[src/rtl/pixel_scanout.sv]
// pixel_scanout: plot-port framebuffer writer plus 640x480@60 VGA scan-out.
// The framebuffer is FB_W x FB_H with 9-bit RGB333 pixels. Each source pixel
// is shown as a 2x2 block on the 640x480 raster.
//
// Ports
//   clk, resetn             50 MHz clock, async active-low reset
//   x, y, colour, plot      plot request, one pixel per cycle with plot high
//   fb_waddr/wdata/wren     registered framebuffer write, 1 clk after plot
//   fb_raddr, fb_rdata      scan-out read; rdata is valid one clk after raddr
//   VGA_R/G/B               8-bit DAC colour, zero while blanked
//   VGA_HS/VS               active-low syncs
//   VGA_BLANK_N, VGA_SYNC_N, VGA_CLK   DAC control (SYNC_N tied low)
//
// Optional feature: define WRITE_BOUNDS_CHECK_EN to drop plots that fall
// outside the framebuffer. Without it every plot is written and the address
// wraps at 17 bits.

module pixel_scanout_lane (
  input  logic       clk,
  input  logic       resetn,
  input  logic       vis,
  input  logic [2:0] c,
  output logic [7:0] q
);
  // Replicating the 3-bit code fills the 8-bit range: 0 -> 00, 7 -> FF.
  always_ff @(posedge clk or negedge resetn)
    if (!resetn) q <= '0;
    else         q <= vis ? {c, c, c[2:1]} : 8'h00;
endmodule

module pixel_scanout #(
  parameter int FB_W = 320,
  parameter int FB_H = 240
) (
  input  logic        clk,
  input  logic        resetn,
  input  logic [8:0]  x,
  input  logic [8:0]  y,
  input  logic [8:0]  colour,
  input  logic        plot,
  output logic [16:0] fb_waddr,
  output logic [8:0]  fb_wdata,
  output logic        fb_wren,
  output logic [16:0] fb_raddr,
  input  logic [8:0]  fb_rdata,
  output logic [7:0]  VGA_R,
  output logic [7:0]  VGA_G,
  output logic [7:0]  VGA_B,
  output logic        VGA_HS,
  output logic        VGA_VS,
  output logic        VGA_BLANK_N,
  output logic        VGA_SYNC_N,
  output logic        VGA_CLK
);
  localparam int NUM_LANES = 3;

  localparam logic [9:0] H_VIS  = 10'd640;
  localparam logic [9:0] H_SS   = 10'd656;
  localparam logic [9:0] H_SE   = 10'd752;
  localparam logic [9:0] H_LAST = 10'd799;
  localparam logic [9:0] V_VIS  = 10'd480;
  localparam logic [9:0] V_SS   = 10'd490;
  localparam logic [9:0] V_SE   = 10'd492;
  localparam logic [9:0] V_LAST = 10'd524;

  typedef struct packed {
    logic [16:0] addr;
    logic [8:0]  data;
  } wr_req_t;

  // ---------------- write path ----------------
  wr_req_t wr_c, wr_q;
  logic    wr_ok;

  always_comb begin
    wr_c.addr = 17'(y) * 17'(FB_W) + 17'(x);
    wr_c.data = colour;
  end

`ifdef WRITE_BOUNDS_CHECK_EN
  assign wr_ok = (32'(x) < FB_W) && (32'(y) < FB_H);
`else
  assign wr_ok = 1'b1;
`endif

  always_ff @(posedge clk or negedge resetn)
    if (!resetn) begin
      fb_wren <= 1'b0;
      wr_q    <= '0;
    end else begin
      fb_wren <= plot & wr_ok;
      if (plot && wr_ok) wr_q <= wr_c;
    end

  assign fb_waddr = wr_q.addr;
  assign fb_wdata = wr_q.data;

  // ---------------- raster counters ----------------
  logic       pix_en;
  logic [9:0] hcnt, vcnt;

  always_ff @(posedge clk or negedge resetn)
    if (!resetn) begin
      pix_en <= 1'b0;
      hcnt   <= '0;
      vcnt   <= '0;
    end else begin
      pix_en <= ~pix_en;
      if (pix_en) begin
        if (hcnt == H_LAST) begin
          hcnt <= '0;
          vcnt <= (vcnt == V_LAST) ? 10'd0 : vcnt + 10'd1;
        end else begin
          hcnt <= hcnt + 10'd1;
        end
      end
    end

  // ---------------- scan-out ----------------
  // Stage 0 is the counters (read address issued combinationally), stage 1
  // lines up with fb_rdata, stage 2 is the pins.
  logic       vis_c, hs_c, vs_c;
  logic [2:1] vld_pipe, hs_pipe, vs_pipe;

  always_comb begin
    vis_c    = (hcnt < H_VIS) && (vcnt < V_VIS);
    hs_c     = !((hcnt >= H_SS) && (hcnt < H_SE));
    vs_c     = !((vcnt >= V_SS) && (vcnt < V_SE));
    fb_raddr = '0;
    // Counter LSBs are dropped so each source pixel covers 2x2 raster pixels.
    if (vis_c && (32'(vcnt[9:1]) < FB_H) && (32'(hcnt[9:1]) < FB_W))
      fb_raddr = 17'(vcnt[9:1]) * 17'(FB_W) + 17'(hcnt[9:1]);
  end

  always_ff @(posedge clk or negedge resetn)
    if (!resetn) begin
      vld_pipe <= '0;
      hs_pipe  <= '1;
      vs_pipe  <= '1;
    end else begin
      vld_pipe <= {vld_pipe[1], vis_c};
      hs_pipe  <= {hs_pipe[1], hs_c};
      vs_pipe  <= {vs_pipe[1], vs_c};
    end

  logic [NUM_LANES-1:0][2:0] lane_c;
  logic [NUM_LANES-1:0][7:0] lane_q;

  assign lane_c = fb_rdata;   // lane 2 = R, 1 = G, 0 = B

  genvar i;
  generate
    for (i = 0; i < NUM_LANES; i++) begin : g_lane
      pixel_scanout_lane u_lane (
        .clk    (clk),
        .resetn (resetn),
        .vis    (vld_pipe[1]),
        .c      (lane_c[i]),
        .q      (lane_q[i])
      );
    end
  endgenerate

  assign VGA_R       = lane_q[2];
  assign VGA_G       = lane_q[1];
  assign VGA_B       = lane_q[0];
  assign VGA_HS      = hs_pipe[2];
  assign VGA_VS      = vs_pipe[2];
  assign VGA_BLANK_N = vld_pipe[2];
  assign VGA_SYNC_N  = 1'b0;
  assign VGA_CLK     = pix_en;

endmodule

[config.mk]
export PLATFORM = sky130hd
export DESIGN_NAME = pixel_scanout
export DESIGN_NICKNAME = d
export VERILOG_FILES = /design/src/rtl/pixel_scanout.sv
export SDC_FILE = /design/constraint.sdc
export NUM_CORES = 1
export LEC_CHECK = 0
export CORE_UTILIZATION = 35
export DETAILED_ROUTE_END_ITERATION = 7
export HOLD_SLACK_MARGIN = 0.06
export SLEW_MARGIN = 40
export SYNTH_ARGS = -nofsm -noshare
export SYNTH_HDL_FRONTEND = slang
export SYNTH_SLANG_ARGS = --single-unit
[constraint.sdc]
create_clock -name clk -period 4.65 [get_ports clk]
set_input_delay 0.93 -clock clk [delete_from_list [all_inputs] [get_ports clk]]
set_output_delay 0.93 -clock clk [all_outputs]
set_load 0.01 [all_outputs]
==> impl_metrics.ini <==
[worst_hold_path]
worstHoldPathType = reg2reg

[run]
drv_cap = 0

[timing]
period_needed_ns = 4.39
hold_violations = 0
fin_setup_tns_ns = 0
max_freq_mhz = 228
relSlewSlack_pct = 60.1
rsz0062_at_grt = no
timing_worst_slew_pin_value_ns = 0.594
min_period_over_period_pct = 94.4
setup_violations = 0
drv_slew = 0
finalWorstSetupSlack_ns = 0.261
fin_worst_skew_ns = 0.00441

[floorplan]
std_cell_rows = 38
die_height_um = 108
die_area_mm2 = 0.0117
core_mm2 = 0.0109
pin_count = 112
die_x_um = 108
start_util_pct = 36.1

[clock_tree]
cts-root-buf = clkbuf_16
holdBufCountCts = 0
cts_tree = built
path_clk_slew_ns = 0.05
cts-buffers-inserted = 9
cts_repair_resize_count = 0
clockBufferDepth = 2
post-cts-setup-buffers = 0
insertion_delay_ns = 0.32
clock-sinks = 63
cts-htree-levels = 3

[critical_path]
cp-startpoint = vcnt[4]$_DFFE_PN0P_
critPathKind = reg2out
cp.depth = 10
slowest_stage = clkdlybuf4s50_1
cp_top_family = adder cells
crit_chain = ha_1 -> ha_1 -> fa_1 -> a21o_1 -> a21oi_2 -> xnor2_1 -> nand4b_1 -> nor3_1 -> mux2_2 -> clkdlybuf4s50_1
crit_top_cell = ha_1
crit_path_start_kind = register
crit_path_end = fb_raddr[16]
critical_path.max_stage_delay_ns = 0.47
crit_arrival_ns = 3.46
r2r-start = hcnt[0]$_DFFE_PN0P_
path_max_fanout = 8
reg2reg_to = vcnt[9]$_DFFE_PN0P_
cp.required_ns = 3.72
rrSetupSlack_ns = 2.50
cp-end-kind = output port
path_buf_inv = 1
r2r_cells = 7

[logic_synthesis]
synth_fp_nets = 462
ys_warn_count = 0
ys.flop_type = dfrtp_1
avgSynthCellArea_um2 = 10.4
synth_edf_count = 0
synth_area_leaders = dfrtp_1 37%, ha_1 12%, mux2_2 6.0%
synth.distinct_cells = 52
synth_seq_cells = 63
synth_top_area_cell = dfrtp_1
async_flop_share_pct = 100
synth-seq-area-share_pct = 40.0
synth_top_area_share_pct = 37.4
synthesis.area_mm2 = 0.00395
synthCells = 381

[pwr]
peakVddDrop_v = 0.000119
static-leakage-power_uw = 0.00243
pwr_density_cell_mw_per_mm2 = 305

[grt]
grt_first_pass_wirelength_um = 13900
grt_max_degree = 40
grt_use_total_pct = 15.2
grt_pass1_vias = 2973
grt-ovfl-total = 0
antenna_found_initial = 0

[route]
vias_per_cell = 4.81
firstDrtPassIters = 4
routedWlPerCell_um = 13.6
ant_nets = 0
drt_iter0_drc = 149
drcViolationCount = 0
routed_wl_um = 8540
vias = 3018

[final_layout]
antenna_cells = 0
drive_gt1_share_pct = 12.1
syn_to_final_growth_pct = 37.5
layout_commonest_cell = clkdlybuf4s50_1
final_cell_mix = 109 x clkdlybuf4s50_1, 58 x dfrtp_1, 39 x nor2_1, 38 x ha_1, 21 x mux2_2
fin_area_mm2 = 0.00544
utilization_pct = 49.7
nets = 563

[place]
gp_congestion = 0.806
hpwl_um = 6460
placed_area_mm2 = 0.00510
place_ws_ns = 0.486
port_buffers = 110

[run_status]
status = finished, final reports clean
[cells in the mapped netlist (2+ instances only)]
| master | n |
|---|---|
| and2_1 | 17 |
| nand2_1 | 19 |
| a21oi_1 | 15 |
| or2_2 | 3 |
| nor3_1 | 7 |
| nor3b_1 | 4 |
| mux2i_1 | 2 |
| ha_1 | 38 |
| a211oi_2 | 2 |
| a31oi_1 | 3 |
| o21ai_0 | 18 |
| or3_1 | 2 |
| mux2_2 | 21 |
| dfrtp_1 | 59 |
| buf_4 | 16 |
| nand4b_1 | 3 |
| clkbuf_1 | 4 |
| o211a_1 | 2 |
| a21o_1 | 5 |
| nand4_1 | 5 |
| and3_1 | 4 |
| dfstp_2 | 4 |
| nand3_1 | 5 |
| buf_1 | 2 |
| nor2_1 | 39 |
| fa_1 | 4 |
| a311oi_1 | 3 |
| nor2b_1 | 7 |
| inv_1 | 17 |
| xnor2_1 | 17 |
| xor2_1 | 13 |
[worst min path at each step]
stage / from / end / slack [ns] / cells past startpoint
2_1_floorplan: hs_pipe[1]$_DFF_PN1_ / hs_pipe[2]$_DFF_PN1_ / 0.35 / 0
3_3_place_gp: vs_pipe[1]$_DFF_PN1_ / vs_pipe[2]$_DFF_PN1_ / 0.35 / 0
3_5_place_dp: hs_pipe[1]$_DFF_PN1_ / hs_pipe[2]$_DFF_PN1_ / 0.35 / 0
4_1_cts: hs_pipe[1]$_DFF_PN1_ / hs_pipe[2]$_DFF_PN1_ / 0.35 / 0
5_1_grt: vs_pipe[1]$_DFF_PN1_ / vs_pipe[2]$_DFF_PN1_ / 0.36 / 0
6_report: hs_pipe[1]$_DFF_PN1_ / hs_pipe[2]$_DFF_PN1_ / 0.35 / 0
[flip-flops by register name, indices dropped and copies added, names as in the netlist]
name	flops
fb_waddr	17
hcnt	10
vcnt	10
fb_wdata	9
g_lane.u_lane.q	9
hs_pipe	2
vld_pipe	2
vs_pipe	2
VGA_CLK	1
fb_wren	1
[cells by family after synthesis]
kind of cell | synth area share (%)
and+or+nand+nor | 17.8
DFF | 40.0
muxes | 6.87
adders and majority gates | 14.1
AOI/OAI and AO/OA | 8.61
xor gates and xnor gates | 7.22
other | 0.0949
buffers and inverters | 5.35
[through the flow]
stage,hold slack [ns],power [uW],instances
CTS,0.355,1690,627
global route,0.357,1740,627
global placement,0.346,947,611
floorplan,0.345,786,381
detailed placement,0.347,952,611
finish,0.354,1660,627
[where the power goes]
group          total (uW)  switching, uW  leakage, uW  internal (uW)
combinational         324            138      0.00152            186
clock                 723            225     0.000160            497
sequential            613           22.1     0.000754            591
[per-layer routing]
layer / vias up / GRT usage (%) / share of wire (%)
li1: 1512 / - / -
met1: 1433 / 20.0 / 48
met2: 60 / 24.4 / 47
met3: 13 / 3.50 / 4.2
met4: 0 / 5.50 / 1.4
met5: - / 0 / 0
[area by class of cell]
class / instances / area [um^2]
sequential: 63 / 1580
timing repair buffer: 113 / 1120
multi-input combinational: 278 / 2170
clock buffer: 13 / 260
inverter: 17 / 63.8
tap: 140 / 175
clock inverter: 3 / 65.1
fill: 1027 / 5500
Note: power is estimated with default switching activity, not from simulation.
